<file path="src/rtl/uart_tx_arbiter_if.sv">
// Requester byte streams and UART frame-transmitter handshake bundled for the arbiter.
// master = arbiter side, slave = requesters plus transmitter.
interface uart_tx_arbiter_if #(
  parameter int NUM_REQ  = 4,
  parameter int FRAME_WD = 8
);
  logic [NUM_REQ-1:0]          req_valid;
  logic [NUM_REQ*FRAME_WD-1:0] req_data;
  logic [NUM_REQ-1:0]          req_last;
  logic [NUM_REQ-1:0]          req_ready;
  logic                        frame_en;
  logic [FRAME_WD-1:0]         data_frame;
  logic                        tx_done;

  modport master (
    input  req_valid, req_data, req_last, tx_done,
    output req_ready, frame_en, data_frame
  );

  modport slave (
    output req_valid, req_data, req_last, tx_done,
    input  req_ready, frame_en, data_frame
  );
endinterface

</file>
<file path="src/rtl/uart_tx_arbiter.sv">
// Round-robin, packet-locked scheduler of NUM_REQ byte streams onto one UART transmitter; req_valid at edge t
// gives frame_en/req_ready at t+1; requesters are held off (no req_ready) while a frame or inter-frame gap is in flight.
module uart_tx_arbiter #(
  parameter int NUM_REQ        = 4,
  parameter int FRAME_WD       = 8,
  parameter int GAP_CYCLES     = 2,
  parameter int TIMEOUT_CYCLES = 2_000_000
) (
  input  logic                       clk,
  input  logic                       rst_n,
  uart_tx_arbiter_if.master          bus,
  output logic                       busy,
  output logic [$clog2(NUM_REQ)-1:0] grant_id,
  output logic                       locked,
  output logic                       err_timeout
);
  localparam int IDW     = $clog2(NUM_REQ);
  localparam int CNT_MAX = (TIMEOUT_CYCLES > GAP_CYCLES) ? TIMEOUT_CYCLES : GAP_CYCLES;
  localparam int CNTW    = $clog2(CNT_MAX + 1);

  typedef enum logic [1:0] {ARB, WAIT_DONE, GAP} state_t;

  state_t              state_q, state_d;
  logic [CNTW-1:0]     cnt_q, cnt_d;
  logic [NUM_REQ-1:0]  req_ready_q, req_ready_d;
  logic                frame_en_q, frame_en_d;
  logic [FRAME_WD-1:0] data_frame_q, data_frame_d;
  logic                busy_q, busy_d;
  logic [IDW-1:0]      grant_id_q, grant_id_d;
  logic                locked_q, locked_d;
  logic                last_q, last_d;
  logic                err_timeout_q, err_timeout_d;
  logic [IDW-1:0]      ptr_q, ptr_d;

  logic                pick_vld;
  logic [IDW-1:0]      pick_idx;
  logic                wd_expire;
  logic                gap_end;
  logic [FRAME_WD-1:0] req_byte [NUM_REQ];

  for (genvar g = 0; g < NUM_REQ; g++) begin : g_split
    assign req_byte[g] = bus.req_data[g*FRAME_WD +: FRAME_WD];
  end

  // Descending scan so the lowest offset from ptr+1 is the one left standing.
  always_comb begin
    int idx;
    idx      = 0;
    pick_vld = 1'b0;
    pick_idx = '0;
    if (locked_q) begin
      pick_vld = bus.req_valid[grant_id_q];
      pick_idx = grant_id_q;
    end else begin
      for (int k = NUM_REQ; k >= 1; k--) begin
        idx = int'(ptr_q) + k;
        if (idx >= NUM_REQ) idx = idx - NUM_REQ;
        if (bus.req_valid[IDW'(idx)]) begin
          pick_vld = 1'b1;
          pick_idx = IDW'(idx);
        end
      end
    end
  end

  // tx_done has priority over a watchdog expiry landing on the same edge.
  assign wd_expire = (state_q == WAIT_DONE) && !bus.tx_done &&
                     (cnt_q == CNTW'(TIMEOUT_CYCLES - 1));
  assign gap_end   = (cnt_q == CNTW'(GAP_CYCLES - 1));

  always_ff @(posedge clk or negedge rst_n) begin
    if (!rst_n) begin
      state_q <= ARB;
      cnt_q   <= '0;
    end else begin
      state_q <= state_d;
      cnt_q   <= cnt_d;
    end
  end

  always_comb begin
    state_d = state_q;
    cnt_d   = cnt_q;
    case (state_q)
      ARB: begin
        cnt_d = '0;
        if (pick_vld) state_d = WAIT_DONE;
      end
      WAIT_DONE: begin
        if (bus.tx_done || wd_expire) begin
          state_d = GAP;
          cnt_d   = '0;
        end else begin
          cnt_d = cnt_q + CNTW'(1);
        end
      end
      GAP: begin
        if (gap_end) begin
          state_d = ARB;
          cnt_d   = '0;
        end else begin
          cnt_d = cnt_q + CNTW'(1);
        end
      end
      default: begin
        state_d = ARB;
        cnt_d   = '0;
      end
    endcase
  end

  always_comb begin
    req_ready_d   = '0;
    frame_en_d    = 1'b0;
    err_timeout_d = 1'b0;
    data_frame_d  = data_frame_q;
    busy_d        = busy_q;
    grant_id_d    = grant_id_q;
    locked_d      = locked_q;
    last_d        = last_q;
    ptr_d         = ptr_q;
    case (state_q)
      ARB: begin
        if (pick_vld) begin
          req_ready_d[pick_idx] = 1'b1;
          frame_en_d            = 1'b1;
          data_frame_d          = req_byte[pick_idx];
          grant_id_d            = pick_idx;
          locked_d              = 1'b1;
          last_d                = bus.req_last[pick_idx];
          busy_d                = 1'b1;
        end
      end
      WAIT_DONE: begin
        if (bus.tx_done) begin
          if (last_q) begin
            locked_d = 1'b0;
            ptr_d    = grant_id_q;
          end
        end else if (wd_expire) begin
          err_timeout_d = 1'b1;
          locked_d      = 1'b0;
          ptr_d         = grant_id_q;
        end
      end
      GAP: begin
        if (gap_end) busy_d = 1'b0;
      end
      default: ;
    endcase
  end

  always_ff @(posedge clk or negedge rst_n) begin
    if (!rst_n) begin
      req_ready_q   <= '0;
      frame_en_q    <= 1'b0;
      data_frame_q  <= '0;
      busy_q        <= 1'b0;
      grant_id_q    <= '0;
      locked_q      <= 1'b0;
      last_q        <= 1'b0;
      err_timeout_q <= 1'b0;
      ptr_q         <= IDW'(NUM_REQ - 1);
    end else begin
      req_ready_q   <= req_ready_d;
      frame_en_q    <= frame_en_d;
      data_frame_q  <= data_frame_d;
      busy_q        <= busy_d;
      grant_id_q    <= grant_id_d;
      locked_q      <= locked_d;
      last_q        <= last_d;
      err_timeout_q <= err_timeout_d;
      ptr_q         <= ptr_d;
    end
  end

  assign bus.req_ready  = req_ready_q;
  assign bus.frame_en   = frame_en_q;
  assign bus.data_frame = data_frame_q;
  assign busy           = busy_q;
  assign grant_id       = grant_id_q;
  assign locked         = locked_q;
  assign err_timeout    = err_timeout_q;
endmodule

</file>
<file path="src/flat_wrapper.sv">
// flat-port wrapper written by rule: the top's interface ports become plain ports
module uart_tx_arbiter_flat 
#(
  parameter int NUM_REQ        = 4,
  parameter int FRAME_WD       = 8,
  parameter int GAP_CYCLES     = 2,
  parameter int TIMEOUT_CYCLES = 2_000_000
)
  (clk, rst_n, busy, grant_id, locked, err_timeout, bus_req_valid, bus_req_data, bus_req_last, bus_tx_done, bus_req_ready, bus_frame_en, bus_data_frame);
  uart_tx_arbiter_if #(.NUM_REQ(NUM_REQ), .FRAME_WD(FRAME_WD)) bus_i ();
  input  logic clk;
  input  logic rst_n;
  output logic busy;
  output logic [$clog2(NUM_REQ)-1:0] grant_id;
  output logic locked;
  output logic err_timeout;
  input wire logic [$bits(bus_i.req_valid)-1:0] bus_req_valid;
  input wire logic [$bits(bus_i.req_data)-1:0] bus_req_data;
  input wire logic [$bits(bus_i.req_last)-1:0] bus_req_last;
  input wire logic [$bits(bus_i.tx_done)-1:0] bus_tx_done;
  output wire logic [$bits(bus_i.req_ready)-1:0] bus_req_ready;
  output wire logic [$bits(bus_i.frame_en)-1:0] bus_frame_en;
  output wire logic [$bits(bus_i.data_frame)-1:0] bus_data_frame;
  assign bus_i.req_valid = bus_req_valid;
  assign bus_i.req_data = bus_req_data;
  assign bus_i.req_last = bus_req_last;
  assign bus_i.tx_done = bus_tx_done;
  assign bus_req_ready = bus_i.req_ready;
  assign bus_frame_en = bus_i.frame_en;
  assign bus_data_frame = bus_i.data_frame;
  uart_tx_arbiter #(.NUM_REQ(NUM_REQ), .FRAME_WD(FRAME_WD), .GAP_CYCLES(GAP_CYCLES), .TIMEOUT_CYCLES(TIMEOUT_CYCLES)) u_core (.clk(clk), .rst_n(rst_n), .bus(bus_i), .busy(busy), .grant_id(grant_id), .locked(locked), .err_timeout(err_timeout));
endmodule
</file>
<file path="config.mk">
export PLATFORM = sky130hd
export DESIGN_NAME = uart_tx_arbiter_flat
export DESIGN_NICKNAME = d
export VERILOG_FILES = /design/src/rtl/uart_tx_arbiter_if.sv /design/src/rtl/uart_tx_arbiter.sv /design/src/flat_wrapper.sv
export SDC_FILE = /design/constraint.sdc
export NUM_CORES = 1
export LEC_CHECK = 0
export ABC_CLOCK_PERIOD_IN_PS = 6450
export BUFFER_PORTS_ARGS = -buffer_cell sky130_fd_sc_hd__buf_2
export CORE_MARGIN = 1
export CORE_UTILIZATION = 44
export DETAILED_ROUTE_END_ITERATION = 7
export GPL_TIMING_DRIVEN = 0
export PLACE_DENSITY = 0.66
export SYNTH_ARGS = -nofsm -noshare
export SYNTH_HDL_FRONTEND = slang
export SYNTH_SLANG_ARGS = --single-unit
</file>
<file path="constraint.sdc">
create_clock -name clk -period 6.45 [get_ports clk]
set_input_delay 0 -clock clk [delete_from_list [all_inputs] [get_ports clk]]
set_output_delay 0 -clock clk [all_outputs]
set_load 0.1 [all_outputs]
</file>
==> results of run 1 <==
registers in the layout (all words and copies together), names as in the netlist:
signal	flops
u_core.state_q	2
u_core.last_q	1
u_core.bus.req_ready	4
u_core.grant_id	2
u_core.bus.data_frame	8
u_core.busy	1
u_core.cnt_q	21
u_core.err_timeout	1
u_core.ptr_q	2
u_core.locked	1
u_core.bus.frame_en	1
metrics by stage:
stage                     utilization, %  setup WS, ns  hold slack, ns
final                               55.3          4.09          0.0259
after detailed placement            53.6          4.13           0.223
after CTS                           55.3          4.12         0.00838
after global placement              53.6          4.13           0.214
after floorplan                        -          3.85          -0.296
after global routing                55.3          3.97          0.0198
how the worst max path moves through the flow:
stage                                               from                            end  slack [ns]  cells past startpoint
after floorplan           u_core.grant_id[0]$_DFFE_PN0P_  u_core.state_q[1]$_DFFE_PN0P_        3.85                      5
after global placement        u_core.cnt_q[14]$_DFF_PN0_  u_core.state_q[1]$_DFFE_PN0P_        4.13                      5
after detailed placement      u_core.cnt_q[14]$_DFF_PN0_  u_core.state_q[1]$_DFFE_PN0P_        4.13                      5
after CTS                     u_core.cnt_q[14]$_DFF_PN0_  u_core.state_q[1]$_DFFE_PN0P_        4.12                      5
after global routing          u_core.cnt_q[14]$_DFF_PN0_     u_core.cnt_q[17]$_DFF_PN0_        3.97                      6
final                         u_core.cnt_q[14]$_DFF_PN0_  u_core.state_q[1]$_DFFE_PN0P_        4.09                      5
power groups by stage:
stage	logic (mW)	clock network (mW)	registers [mW]
global placement	0.735	0	0.392
global route	0.790	0.178	0.397
finish	0.737	0.163	0.388
detailed placement	0.743	0	0.392
floorplan	0.292	0	0.698
CTS	0.744	0.170	0.387
worst max-delay path: cells and delay by family (launching register included):
family / cells / cell delay [ns]
AND/OR/NAND/NOR: 3 / 1.04
AO/OA/AOI/OAI: 1 / 0.46
flip-flops: 1 / 0.44
multiplexers: 1 / 0.31
layer usage:
metal | up-vias | part of all wire, % | track usage [%]
met4 | 0 | 1.4 | 5.76
met1 | 957 | 46 | 25.4
li1 | 963 | - | -
met3 | 7 | 3.2 | 4.37
met2 | 42 | 49 | 28.9
met5 | - | 0 | 0
logic make-up (layout without fill, tap and decap cells):
logic type	count (synthesis)	in the layout
AO/OA/AOI/OAI	27	27
AND/OR/NAND/NOR	96	96
multiplexers	23	23
flip-flops	44	44
adder cells (fa/ha/maj)	6	6
buffers and inverters	18	86
XOR/XNOR	19	19
placed cells by master, fill, tap and decap left out, types with 5 or more instances in the layout:
cell and n:
nand3_1 8, ha_1 6, clkbuf_8 5, o221ai_1 10, mux2i_1 19, nor2_1 31, nor3_1 6, xnor2_1 12
dfrtp_1 42, xor2_1 7, inv_1 10, nor4_1 6, nand2_1 20, clkbuf_1 5, buf_2 63
cell type report:
class	count	area, sq um	area share [%]
Buffer	8	33.8	1.19
Clock buffer	6	72.6	2.56
Clock inverter	1	5.00	0.176
Inverter	10	37.5	1.32
Multi-Input combinational cell	171	1190	41.9
Sequential cell	44	1100	38.9
Tap cell	70	87.6	3.08
Timing Repair Buffer	61	310	10.9
==> impl_metrics.json, run 1 <==
{
  "synth_top_area_share_pct": 44.4,
  "path_class": "flop to flop",
  "seq_area_frac_synth_pct": 46.7,
  "min_period_ns": 2.36,
  "worst_pin_slew_ns": 0.974,
  "fillers": 488,
  "syn_avg_cell_area_sq_um": 10.1,
  "p_comb_share_pct": 57.2,
  "yosys.area_share.simple_pct": 20.4,
  "r2r-end": "u_core.state_q[1]$_DFFE_PN0P_",
  "routedWlPerCell_um": 13.4,
  "clkSlewWorstSetupHoldPaths_ns": 0.08,
  "antenna_found_initial": 0,
  "min_path_type": "input port to flop",
  "synth_area_sq_um": 2360,
  "muxShareOfSynthArea_pct": 10.6,
  "ys.flop_type": "dfrtp_1",
  "grt_max_degree": 45,
  "ys_types": 42,
  "rows": 26,
  "synthXorXnorAreaFrac_pct": 7.04,
  "drc_errors": 0,
  "min-delay-start": "bus_req_data[3]",
  "ys_seq_elements": 44,
  "clockPowerShare_pct": 12.6,
  "design.portCount": 61,
  "p_sw_share_pct": 52.1,
  "placed_area_sq_um": 2750,
  "cts_max_level": 2,
  "critPathMaxFanout": 5,
  "synthAdderAreaFrac_pct": 3.17,
  "grt_pass1_wl_mm": 7.83,
  "fp.coreArea_sq_um": 5140,
  "floorplan.initialDensity_pct": 46.0,
  "dieHeight_um": 75.3,
  "syn-instance-count": 233,
  "power_frac_seq_pct": 30.1,
  "place_congestion": 0.778,
  "viasPerCell": 5.31,
  "reg2reg_depth": 5,
  "maxCapViolCount": 0,
  "synth_top_family_by_area": "simple AND/OR/NAND/NOR gates",
  "leakage_nw": 1.31,
  "p_int_uw": 616,
  "firstDrtPassIters": 4,
  "yosysWarnings": 0,
  "finalSetupViolations": 0,
  "grt_overflow": 0,
  "clock-sinks": 44,
  "area_delta_synth_final_pct": 20.1,
  "synth_top_cell_by_area": "dfrtp_1",
  "synth_area_leaders": "dfrtp_1, mux2i_1, nor2_1, xnor2_1, o221ai_1",
  "cts_setup_buffers": 0,
  "max_stage_delay_ns": 0.46,
  "powerDensity_nw_per_um2": 453,
  "timing.rr.start": "u_core.cnt_q[14]$_DFF_PN0_",
  "synth-edff-count": 0,
  "final_max_slew_viol_count": 0,
  "crit_required_ns": 6.64,
  "rsz0062_at_grt": "no",
  "startpoint_type": "flop",
  "clock_latency_ns": 0.29,
  "critPathCaptureType": "flop",
  "drtIter0Drc": 66,
  "drt-total-wl_mm": 4.98,
  "ctsLongestPathBuffers": 2,
  "slew_headroom_pct": 35.1,
  "grt.total_usage_pct": 18.4,
  "hold_viol_final": 0,
  "die_area_sq_um": 5670,
  "switching_power_uw": 671,
  "period_share_pct": 36.6,
  "antenna_cells": 0,
  "path_cells": "nor4_1, nand2_1, o41a_1, or3b_1, mux2_4",
  "design_area_sq_um": 2840,
  "grt_pass1_vias": 1725,
  "cts_tree": "built",
  "outcome": "complete, no violations",
  "synth_compound_area_share_pct": 9.10,
  "holdPathStages": 3,
  "syn_nets": 282,
  "cpMaxStageDelayCell": "nor4_1",
  "yosys.cell_count.top_type": "dfrtp_1",
  "instances_no_fill": 371,
  "netlist_top_cells_count": "dfrtp_1, nor2_1, nand2_1, mux2i_1, xnor2_1",
  "finClkSkew_ns": 0.00609,
  "total_power_mw": 1.29,
  "cts_buffers": 5,
  "ctsRootBufferMaster": "clkbuf_8",
  "synthArstFlopShare_pct": 100,
  "vdd_drop_max_v": 0.000327,
  "post_cts_resized": 0,
  "dp_cells": 363,
  "ant_nets": 0,
  "numPortBuffers": 60,
  "die_w_um": 75.3,
  "holdPathEnd": "u_core.bus.data_frame[3]$_DFFE_PN0P_",
  "fmax_ghz": 0.424,
  "hold_buffers": 1,
  "r2r_slack_ns": 4.09,
  "finalSetupTns_ns": 0,
  "critical_path_arrival_ns": 2.54,
  "hpwl_mm": 3.65,
  "nNetsFinal": 350,
  "final_layout_size_suffix_gt1_share_pct": 26.9,
  "via_count": 1969
}
Note: power is estimated with default switching activity, not from simulation.
==> run 2, diff against run 1 <==
Settings changed: ABC_CLOCK_PERIOD_IN_PS 6450 to 2200.
Clock period 6.45 ns to 2.2 ns, I/O delays scaled along.
==> run 2 against run 1 <==
Net effect: the flow now finishes with violations (setup timing); clock power grew to 3.2 times the previous value; critical endpoint unchanged; setup slack got worse by 4.1 ns; critical path depth is 1 higher; non-clock buffer count up 7; highest routed layer unchanged; die area unchanged; largest power group unchanged; cell area rose by 4.2%; maximum frequency grew 6.4%; count of clock-buffer cells in the layout stayed put; utilization increased by 2.3 points.
==> impl_metrics.json, run 2 (same netlist as run 1, synthesis figures left out) <==
{
  "hpwl_mm": 3.70,
  "clockPowerShare_pct": 13.5,
  "via_count": 1967,
  "timing.rr.start": "u_core.cnt_q[1]$_DFF_PN0_",
  "routedWlPerCell_um": 13.6,
  "fmax_ghz": 0.451,
  "largest_reg_flops": 21,
  "cts_buffers": 5,
  "ctsRootBufferMaster": "clkbuf_8",
  "die_w_um": 75.3,
  "finalSetupViolations": 1,
  "critPathMaxFanout": 3,
  "worst_pin_slew_ns": 0.987,
  "final_layout_size_suffix_gt1_share_pct": 33.0,
  "numPortBuffers": 60,
  "p_sw_share_pct": 51.3,
  "period_share_pct": 101,
  "rsz0062_at_grt": "yes",
  "ctsLongestPathBuffers": 2,
  "grt_max_degree": 45,
  "placed_area_sq_um": 2760,
  "design_area_sq_um": 2960,
  "die_area_sq_um": 5670,
  "cts_max_level": 2,
  "grt_pass1_vias": 1723,
  "holdPathStages": 3,
  "viasPerCell": 5.19,
  "switching_power_mw": 2.00,
  "min-delay-start": "bus_tx_done",
  "grt_overflow": 0,
  "crit_start": "u_core.cnt_q[1]$_DFF_PN0_",
  "outcome": "complete, but fails checks",
  "rows": 26,
  "cts_tree": "built",
  "clkSlewWorstSetupHoldPaths_ns": 0.08,
  "maxCapViolCount": 0,
  "hold_viol_final": 0,
  "place_congestion": 0.800,
  "leakage_nw": 1.38,
  "critical_path_arrival_ns": 2.40,
  "firstDrtPassIters": 4,
  "antenna_found_initial": 0,
  "design.portCount": 61,
  "grt_pass1_wl_mm": 7.89,
  "powerDensity_nw_per_um2": 1320,
  "startpoint_type": "flop",
  "grt.total_usage_pct": 18.9,
  "floorplan.initialDensity_pct": 46.0,
  "nNetsFinal": 357,
  "power_frac_seq_pct": 29.3,
  "worst_slack_ns": -0.0164,
  "clock-sinks": 44,
  "fp.coreArea_sq_um": 5140,
  "final_max_slew_viol_count": 0,
  "layout_commonest_cell": "buf_2",
  "finClkSkew_ns": 0.00474,
  "regMostFlops": "u_core.cnt_q",
  "drc_errors": 0,
  "finalSetupTns_ns": -0.0164,
  "reg2reg_depth": 6,
  "antenna_cells": 0,
  "drt-total-wl_mm": 5.16,
  "drtIter0Drc": 83,
  "p_int_mw": 1.90,
  "area_delta_synth_final_pct": 25.1,
  "dieHeight_um": 75.3,
  "slew_headroom_pct": 34.2,
  "ant_nets": 0,
  "final_cell_mix": "buf_2, dfrtp_1, nor2_1, nand2_1, mux2i_1",
  "crit_required_ns": 2.39,
  "clock_latency_ns": 0.30,
  "critPathCaptureType": "flop",
  "min_path_type": "input port to flop",
  "vdd_drop_max_v": 0.000921,
  "min_period_ns": 2.22,
  "path_class": "flop to flop",
  "p_comb_share_pct": 57.2,
  "violations": "setup timing"
}
[run 2: layout make-up]
| class | instances | area [sq um] |
|---|---|---|
| flip-flops and latches | 44 | 1110 |
| plain buffers | 8 | 40.0 |
| clock buffers | 6 | 82.6 |
| fillers | 493 | 2180 |
| clock inverters | 2 | 10.0 |
| repair buffers | 68 | 363 |
| well taps | 70 | 87.6 |
| multi-input cells | 171 | 1230 |
| inverters | 10 | 37.5 |
[run 2: per-stage QoR]
step	instances	hold slack (ns)	power (mW)	util (%)	worst slack [ns]
final	379	0.0150	3.89	57.6	-0.0164
after global routing	379	0.00663	4.11	57.6	-0.0767
after CTS	379	0.00346	3.91	57.3	-0.0102
after detailed placement	363	0.223	3.34	53.7	-0.135
after global placement	363	0.212	3.31	53.7	-0.125
after floorplan	233	-0.296	2.91	-	0.0110
[run 2: worst paths after layout]
kind                       slack [ns]                              endpoint
setup / recovery                -0.02         u_core.state_q[1]$_DFFE_PN0P_
hold / removal                   0.01          u_core.err_timeout$_DFF_PN0_
setup reg to reg                -0.02         u_core.state_q[1]$_DFFE_PN0P_
hold reg to reg                  0.49  u_core.bus.data_frame[6]$_DFFE_PN0P_
max in group asynchronous        1.09        u_core.grant_id[0]$_DFFE_PN0P_
min in group asynchronous        0.40             u_core.cnt_q[5]$_DFF_PN0_
[run 2: power groups by stage]
stage                     sequential [mW]  clock (mW)  combinational [mW]
after floorplan                      2.06           0               0.857
after global placement               1.16           0                2.15
after detailed placement             1.17           0                2.18
after CTS                            1.14       0.547                2.22
after global routing                 1.17       0.578                2.37
final                                1.14       0.524                2.23
[run 2: what timing repair did]
item | CTS | global route
hold endpoints to repair | 42 | 0
buffers inserted | 7 | 0
setup endpoints to repair | 22 | 30
gates resized for setup | 6 | 9
pin swaps | 0 | 0
hold buffers | 1 | 0
[run 2: critical path, cell delays in order, from the launching register on]
cell,delay [ns]
dfrtp_1,0.38
inv_1,0.06
ha_1,0.12
or4b_4,0.47
o41a_1,0.36
or3b_4,0.42
mux2_4,0.30
[run 2: routing by layer]
layer / GRT usage [%] / routed length (um)
met1: 25.8 / 2420
met2: 29.4 / 2500
met3: 4.76 / 170
met4: 6.79 / 68
met5: 0 / 0
==> run 3, diff against run 2 <==
Settings changed: BUFFER_PORTS_ARGS -buffer_cell sky130_fd_sc_hd__buf_2 to default, DONT_BUFFER_PORTS from default to 1, PLACE_DENSITY 0.66 to 0.57.
==> run 3 against run 2 <==
Net effect: the run still ends with setup timing left; critical path type unchanged; sequential power increased by 83%; sequential cell count unchanged; cell count is 5.8% lower; critical endpoint unchanged; sequential share of layout area is 1.5 points lower; power grew 1.8%; combinational power shrank 40%; utilization rose by 2.5 points; setup slack got worse by 0.017 ns.
==> impl_metrics.json, run 3 (same netlist as run 1, synthesis figures left out) <==
{
  "floorplan.initialDensity_pct": 46.0,
  "critPathMaxFanout": 5,
  "drc_errors": 0,
  "holdPathEnd": "u_core.locked$_DFFE_PN0P_",
  "grt_max_degree": 45,
  "path_class": "flop to flop",
  "design_area_sq_um": 3090,
  "dp_cells": 303,
  "startpoint_type": "flop",
  "min_path_type": "input port to flop",
  "reg2reg_depth": 5,
  "holdPathStages": 3,
  "antenna_found_initial": 0,
  "ant_nets": 0,
  "drtIter0Drc": 60,
  "violations": "setup timing",
  "finish.utilization_pct": 60.0,
  "clock-sinks": 44,
  "maxCapViolCount": 0,
  "worst_pin_slew_ns": 0.920,
  "firstDrtPassIters": 4,
  "worst_slack_ns": -0.0329,
  "antenna_cells": 0,
  "crit_required_ns": 2.39,
  "timing.rr.start": "u_core.grant_id[0]$_DFFE_PN0P_",
  "routedWlPerCell_um": 16.9,
  "cts_tree": "built",
  "ctsRootBufferMaster": "clkbuf_8",
  "critPathCaptureType": "flop",
  "final_layout_size_suffix_gt1_share_pct": 16.0,
  "nNetsFinal": 335,
  "min_period_ns": 2.23,
  "min-delay-start": "bus_tx_done",
  "ctsLongestPathBuffers": 2,
  "grt_pass1_vias": 1982,
  "leakage_nw": 1.30,
  "rsz0062_at_grt": "yes",
  "design.portCount": 61,
  "cts_buffers": 5,
  "grt_pass1_wl_mm": 9.51,
  "area_delta_synth_final_pct": 30.5,
  "hold_viol_final": 0,
  "largest_reg_flops": 21,
  "grt_overflow": 0,
  "finalSetupViolations": 1,
  "vdd_drop_max_v": 0.00122,
  "fmax_ghz": 0.448,
  "r2r_slack_ns": -0.03,
  "placed_area_sq_um": 2460,
  "critical_path_arrival_ns": 2.43,
  "final_max_slew_viol_count": 0,
  "final_cell_mix": "dlygate4sd3_1, dfrtp_1, nor2_1, nand2_1, mux2i_1",
  "fp.coreArea_sq_um": 5140,
  "grt.total_usage_pct": 22.8,
  "via_count": 1980,
  "clock_latency_ns": 0.30,
  "layout_commonest_cell": "dlygate4sd3_1",
  "r2r-end": "u_core.state_q[1]$_DFFE_PN0P_",
  "rows": 26,
  "instances_no_fill": 357,
  "viasPerCell": 5.55,
  "drt-total-wl_mm": 6.03,
  "hpwl_mm": 3.51,
  "outcome": "complete, but fails checks",
  "die_w_um": 75.3,
  "dieHeight_um": 75.3,
  "powerDensity_nw_per_um2": 1280,
  "numPortBuffers": 0,
  "die_area_sq_um": 5670,
  "clkSlewWorstSetupHoldPaths_ns": 0.09,
  "finalSetupTns_ns": -0.0329,
  "period_share_pct": 101,
  "slew_headroom_pct": 38.7,
  "finClkSkew_ns": 0.00963,
  "regMostFlops": "u_core.cnt_q",
  "place_congestion": 0.738,
  "cts_max_level": 2
}
## run 3: changes by cell type in the layout (fill, tap and decap cells not counted), sizes merged
cell         change
buf             -55
clkinv           -2
dlygate4sd3     +37
clkbuf           -3
clkinvlp         +1
## run 3: repair_timing
item                                    4_1_cts  5_1_grt
endpoints found under the setup margin       35       32
hold endpoints to repair                     54        0
pin swaps                                     1        1
hold buffers                                 39        0
setup buffers                                 5        1
resized for setup                            15       11
cloned                                        1        0
## run 3: where the power goes
part           internal (mW)  switching [mW]
Clock                  0.256           0.288
Sequential             0.997            1.09
Combinational          0.643           0.684
## run 3: metrics by stage
stage	total power [mW]	hold WS [ns]	worst slack [ns]
4_1_cts	3.88	0.0511	-0.0347
5_1_grt	4.15	0.104	-0.0936
2_1_floorplan	2.91	-0.296	0.0110
6_report	3.96	0.0547	-0.0329
3_3_place_gp	3.15	-0.294	-0.212
3_5_place_dp	3.16	-0.295	-0.223
## run 3: area by class of cell
type                    instances  area, sq um
multi-input cells             171         1240
flip-flops and latches         44         1110
fillers                       451         2050
clock inverters                 1         7.51
repair buffers                 46          460
well taps                      70         87.6
plain buffers                   8         51.3
clock buffers                   7         86.3
inverters                      10         37.5
## run 3: how the worst max path moves through the flow
stage / cells after the start / to / from / slack, ns
final: 5 / u_core.state_q[1]$_DFFE_PN0P_ / u_core.grant_id[0]$_DFFE_PN0P_ / -0.03
after global routing: 6 / u_core.state_q[1]$_DFFE_PN0P_ / u_core.cnt_q[1]$_DFF_PN0_ / -0.09
after CTS: 5 / u_core.state_q[1]$_DFFE_PN0P_ / u_core.grant_id[0]$_DFFE_PN0P_ / -0.03
after detailed placement: 5 / u_core.bus.data_frame[4]$_DFFE_PN0P_ / u_core.grant_id[0]$_DFFE_PN0P_ / -0.22
after global placement: 5 / u_core.bus.data_frame[3]$_DFFE_PN0P_ / u_core.grant_id[0]$_DFFE_PN0P_ / -0.21
after floorplan: 4 / u_core.state_q[1]$_DFFE_PN0P_ / u_core.cnt_q[15]$_DFF_PN0_ / 0.01
## run 3: worst max-delay path: stages (launching register included)
cell      delay [ns]
dfrtp_4         0.65
mux4_2          0.58
nand2b_4        0.16
a21bo_2         0.20
or3b_4          0.24
mux2_4          0.29
## run 3: routing by layer
metal / global-route usage (%) / up-vias / routed length [um]
met5: 0 / - / 0
met2: 37.4 / 66 / 3100
li1: - / 929 / -
met4: 8.23 / 0 / 112
met1: 30.0 / 971 / 2550
met3: 4.50 / 14 / 271
